### config.mk
export PLATFORM = sky130hd
export DESIGN_NAME = core_fetch_seq
export DESIGN_NICKNAME = d
export VERILOG_FILES = /design/src/rtl/core_pkg.sv /design/src/rtl/inst_classify.sv /design/src/rtl/core_fetch_seq.sv
export SDC_FILE = /design/constraint.sdc
export NUM_CORES = 1
export LEC_CHECK = 0
export BUFFER_PORTS_ARGS = -buffer_cell sky130_fd_sc_hd__buf_4
export CAP_MARGIN = 20
export CORE_ASPECT_RATIO = 1.1
export CORE_UTILIZATION = 32
export CTS_BUF_LIST = sky130_fd_sc_hd__clkbuf_4
export DETAILED_ROUTE_END_ITERATION = 12
export GPL_ROUTABILITY_DRIVEN = 0
export PLACE_DENSITY = 0.56
export SLEW_MARGIN = 20
export SYNTH_ARGS = -nofsm -noshare
export SYNTH_HDL_FRONTEND = slang
export SYNTH_SLANG_ARGS = --single-unit
### constraint.sdc
create_clock -name clk -period 3.88 [get_ports clk]
set_clock_uncertainty 0.15 [all_clocks]
set_input_delay 0.194 -clock clk [delete_from_list [all_inputs] [get_ports clk]]
set_output_delay 0.194 -clock clk [all_outputs]
set_load 0.01 [all_outputs]
### src/rtl/core_pkg.sv
// Shared types and encodings for the addi-only core fetch/execute sequencer.
package core_pkg;

   typedef enum logic [1:0] {
      FETCH = 2'd0,
      WAIT  = 2'd1,
      EXEC  = 2'd2,
      HALT  = 2'd3
   } state_e;

   typedef enum logic [1:0] {
      TRAP_NONE    = 2'b00,
      TRAP_EBREAK  = 2'b01,
      TRAP_ILLEGAL = 2'b10,
      TRAP_TIMEOUT = 2'b11
   } trap_e;

   localparam logic [6:0]  OPC_OP_IMM       = 7'b0010011;
   localparam logic [2:0]  F3_ADDI          = 3'b000;
   localparam logic [31:0] INST_EBREAK      = 32'h00100073;
   localparam logic [31:0] RESET_PC_DEFAULT = 32'h80000000;

endpackage

### src/rtl/inst_classify.sv
// Combinational instruction classifier; new opcodes get added here as the core grows.
module inst_classify
   import core_pkg::*;
(
   input  logic [31:0] inst,
   output logic        is_addi,
   output logic        is_ebreak,
   output logic        is_illegal
);

   assign is_addi    = (inst[6:0] == OPC_OP_IMM) && (inst[14:12] == F3_ADDI);
   assign is_ebreak  = (inst == INST_EBREAK);
   assign is_illegal = !(is_addi || is_ebreak);

endmodule

### src/rtl/core_fetch_seq.sv
// Multi-cycle fetch/execute sequencer: fetch over valid/ready, latch instruction,
// retire addi with a one-cycle rf_wen pulse, stop with a sticky trap code.
//
// state | meaning
// FETCH | request valid at pc, waiting for imem_req_ready
// WAIT  | request accepted, waiting up to TIMEOUT cycles for the response
// EXEC  | one cycle: decode latched inst, retire or trap
// HALT  | stopped, outputs frozen until rst
module core_fetch_seq
   import core_pkg::*;
#(
   parameter logic [31:0] RESET_PC = RESET_PC_DEFAULT,
   parameter int unsigned TIMEOUT  = 16,
   parameter int unsigned CNT_W    = 32
) (
   input  logic             clk,
   input  logic             rst,
   output logic             imem_req_valid,
   input  logic             imem_req_ready,
   output logic [31:0]      imem_req_addr,
   input  logic             imem_resp_valid,
   input  logic [31:0]      imem_resp_data,
   output logic [31:0]      pc,
   output logic [31:0]      inst,
   output logic             rf_wen,
   output logic             halted,
   output logic [1:0]       trap_code,
   output logic [CNT_W-1:0] retire_cnt
);

   localparam int WAIT_W = (TIMEOUT > 1) ? $clog2(TIMEOUT) : 1;
   localparam logic [WAIT_W-1:0] WAIT_LAST = WAIT_W'(TIMEOUT - 1);

   state_e             state_q, state_d;
   trap_e              trap_q, trap_d;
   logic [31:0]        pc_q, pc_d;
   logic [31:0]        inst_q, inst_d;
   logic [CNT_W-1:0]   retire_q, retire_d;
   logic [WAIT_W-1:0]  wait_q, wait_d;

   logic is_addi, is_ebreak, is_illegal;

   inst_classify u_classify (
      .inst       (inst_q),
      .is_addi    (is_addi),
      .is_ebreak  (is_ebreak),
      .is_illegal (is_illegal)
   );

   always_comb begin
      state_d  = state_q;
      trap_d   = trap_q;
      pc_d     = pc_q;
      inst_d   = inst_q;
      retire_d = retire_q;
      wait_d   = wait_q;
      case (state_q)
         FETCH: begin
            if (imem_req_ready) begin
               state_d = WAIT;
               wait_d  = '0;
            end
         end
         WAIT: begin
            // a response on the final wait cycle still beats the timeout
            if (imem_resp_valid) begin
               inst_d  = imem_resp_data;
               state_d = EXEC;
            end else if (wait_q == WAIT_LAST) begin
               trap_d  = TRAP_TIMEOUT;
               state_d = HALT;
            end else begin
               wait_d = wait_q + WAIT_W'(1);
            end
         end
         EXEC: begin
            if (is_addi) begin
               pc_d     = pc_q + 32'd4;
               retire_d = retire_q + CNT_W'(1);
               state_d  = FETCH;
            end else if (is_ebreak) begin
               retire_d = retire_q + CNT_W'(1);
               trap_d   = TRAP_EBREAK;
               state_d  = HALT;
            end else if (is_illegal) begin
               trap_d  = TRAP_ILLEGAL;
               state_d = HALT;
            end
         end
         HALT: begin
         end
         default: begin
            state_d = HALT;
         end
      endcase
   end

   always_ff @(posedge clk) begin
      if (rst) begin
         state_q  <= FETCH;
         trap_q   <= TRAP_NONE;
         pc_q     <= RESET_PC;
         inst_q   <= '0;
         retire_q <= '0;
         wait_q   <= '0;
      end else begin
         state_q  <= state_d;
         trap_q   <= trap_d;
         pc_q     <= pc_d;
         inst_q   <= inst_d;
         retire_q <= retire_d;
         wait_q   <= wait_d;
      end
   end

   assign imem_req_valid = (state_q == FETCH);
   assign imem_req_addr  = pc_q;
   assign pc             = pc_q;
   assign inst           = inst_q;
   assign rf_wen         = (state_q == EXEC) && is_addi;
   assign halted         = (state_q == HALT);
   assign trap_code      = trap_q;
   assign retire_cnt     = retire_q;

endmodule

==> results.cfg <==
[power_and_ir_drop]
comb_power_share_pct = 16.7
total_power_mw = 2.144
peakVddDrop_uv = 165.1
clkPwrFrac_pct = 30.5
sw_frac_of_total_pct = 28.62
p_per_area_nw_per_um2 = 320.9
power_frac_seq_pct = 52.8
leakage_nw = 2.666
power.internal_mw = 1.531
switchingPower_mw = 0.6136

[status]
outcome = finished clean

[layout]
final_area_sq_um = 6683
layout_common_cells = 169 x buf_4, 102 x dfxtp_1, 83 x nand2_1, 69 x a21oi_1, 38 x nor2_1
fin_nets = 810
area_delta_synth_final_pct = 32.20
drive_above_1_share_pct = 26.30
layout_commonest_cell = buf_4
regArea_sq_um = 2042
num-fill-cells = 1515
multi_input_area_sq_um = 2576

[placed_design]
place_ws_ns = 1.184
postPlaceCellArea_sq_um = 6172
place_hpwl_um = 9772
io_buffer_count = 164

[clock_tree]
clkTransAtPathRegs_ns = 0.16
clock_path_buffers = 2
root_buffer = clkbuf_4
cts_tree = built
clk_latency_ns = 0.49
h-tree-depth = 3
postCtsSetupBuffers = 0
cts_buffers = 9
cts_num_sinks = 102

[grt]
antenna_found_initial = 1
gr-usage-met1_pct = 21.07
grt-busiest-layer = met2
grt_pass1_vias = 4557
grt_first_pass_wirelength_um = 22300
grt_overflow_total = 0
grtUsageTotal_pct = 17.14
use_met3_pct = 4.082
grt.met2_usage_pct = 28.34
grt_start_max_net_pins = 76

[route]
viasPerCell = 5.163
drtPass1Iterations = 4
first_iter_violations = 268
vias = 5003
routed_wl_um = 14020
drtAntennaViolNets = 0
remaining_drc_errors = 0
wl_per_cell_um = 14.46

[synthesis]
seq_area_frac_synth_pct = 40.40
synth-compound-area-share_pct = 13.47
synth_fa_ha_area_share_pct = 1.733
synth-edff-count = 0
muxShareOfSynthArea_pct = 2.624
synth_cell_types = 50
synth_cells = 620
syn_area_sq_um = 5055
synth_seq_cells = 102
avgSynthCellArea_sq_um = 8.153
synth_top_family_by_area = simple AND/OR/NAND/NOR gates
synth-main-ff-cell = dfxtp_1
yosys_warnings = 0
synthArstFlopShare_pct = 0
synthXorXnorAreaFrac_pct = 2.946
synth_simple_gate_area_share_pct = 29.88

[die]
die_y_um = 133.8
start_util_pct = 33.19
rows = 47
core_sq_um = 15230
dieArea_sq_um = 16300
ios = 169
chipWidth_um = 121.8

[sta]
max_freq_ghz = 0.3750
fin_tns_setup_ns = 0
hold_ws_ns = 0.1130
setup_viol = 0
finalHoldViolCount = 0
period_needed_ns = 2.666
timing.final.ws_setup_ns = 1.214
finalCritPeriodShare_pct = 68.72
rsz0062_at_grt = false
slew_headroom_pct = 48.49
slew_viol_final = 0
tightest_slew_ns = 0.7727

[setup_path]
arrival_ns = 2.89
critPathMaxFanout = 42
criticalPathCategory = flop to flop
end_kind = flop
required_ns = 4.11
cp-start-kind = flop

[worst_hold_path]
hold_class = primary input to flop

[job]
maxCapViolations = 0
sequential cells by signal (all words and copies together) (netlist names):
register / count
imem_req_addr: 30
trap_code: 2
inst: 32
state_q: 2
wait_q: 4
retire_cnt: 32
final cells by class:
class                           instances  share of cell area [%]
Tap cell                              196                   3.670
Antenna cell                            1                 0.03745
Clock buffer                           11                   1.236
Timing Repair Buffer                  203                   24.08
Multi-Input combinational cell        440                   38.55
Sequential cell                       102                   30.56
Clock inverter                          5                   1.254
Inverter                               11                  0.6179
path summary, 6_finish.rpt:
kind | start | end | slack (ns) | cells after the start
setup / recovery | inst[5] | retire_cnt[16] | 1.21 | 5
hold / removal | rst | imem_req_addr[26] | 0.11 | 2
setup reg to reg | inst[5] | retire_cnt[16] | 1.21 | 5
hold reg to reg | inst[16] | inst[16] | 0.33 | 2
cell families after synthesis:
kind of cell    Yosys count
simple gates            279
xor+xnor                 17
compound gates          121
buf+inv                  81
fa+ha+maj                 7
flops                   102
mux                      12
other cells               1
worst max-delay path, cell delays in order, from the launching register on:
cell      delay (ns)
dfxtp_1         0.44
nor4bb_1        0.49
nand4_1         0.22
o21a_2          0.49
or3_1           0.46
mux2_1          0.32
synthesized netlist by cell type, types with 2 or more instances:
cell type	count	area, sq um
or4_1	15	112.6
buf_1	5	18.77
a211oi_1	2	15.01
clkbuf_1	24	90.09
or3_1	19	118.9
nor4_1	6	37.54
buf_2	3	15.01
inv_1	10	37.54
a21oi_1	69	345.3
and3_1	11	68.82
o21ai_0	24	120.1
and2_1	7	43.79
o21bai_1	2	15.01
xor2_1	11	96.34
mux2_2	9	101.4
dfxtp_1	102	2042
nand3_1	34	170.2
and4_1	12	105.1
o31ai_1	15	112.6
clkbuf_2	2	10.01
nor4bb_1	3	30.03
nand2_1	83	311.6
nor2_1	38	142.6
ha_1	7	87.58
nand4b_1	2	17.52
xnor2_1	6	52.55
mux2i_1	2	20.02
nand4_2	2	25.02
o41ai_1	2	17.52
a31oi_1	2	12.51
buf_4	35	262.8
nor2b_1	11	68.82
nand4_1	19	118.9
nor3_1	10	50.05
power groups by stage:
stage / Sequential (mW) / Combinational [mW] / Clock, mW
finish: 1.13 / 0.359 / 0.653
global placement: 1.15 / 0.327 / 0
CTS: 1.13 / 0.359 / 0.678
floorplan: 1.16 / 0.184 / 0
detailed placement: 1.15 / 0.331 / 0
global route: 1.14 / 0.395 / 0.718
metal layers:
| layer | part of all wire (%) | wire (um) | vias up |
|---|---|---|---|
| met5 | 0 | 0 | - |
| met4 | 1.6 | 227 | 0 |
| met3 | 6.1 | 850 | 15 |
| met2 | 48 | 6746 | 149 |
| met1 | 44 | 6192 | 2371 |
| li1 | - | - | 2468 |
stage by stage:
step | utilization, % | std cells
after floorplan | - | 623
final | 43.88 | 969
after CTS | 43.85 | 968
after global placement | 40.52 | 918
after detailed placement | 40.52 | 918
after global routing | 43.88 | 969
repair_timing:
action                                 CTS  global route
resized for setup                        0             0
endpoints found under the hold margin   36             0
hold buffers                            34             0
Note: power is estimated with default switching activity, not from simulation.
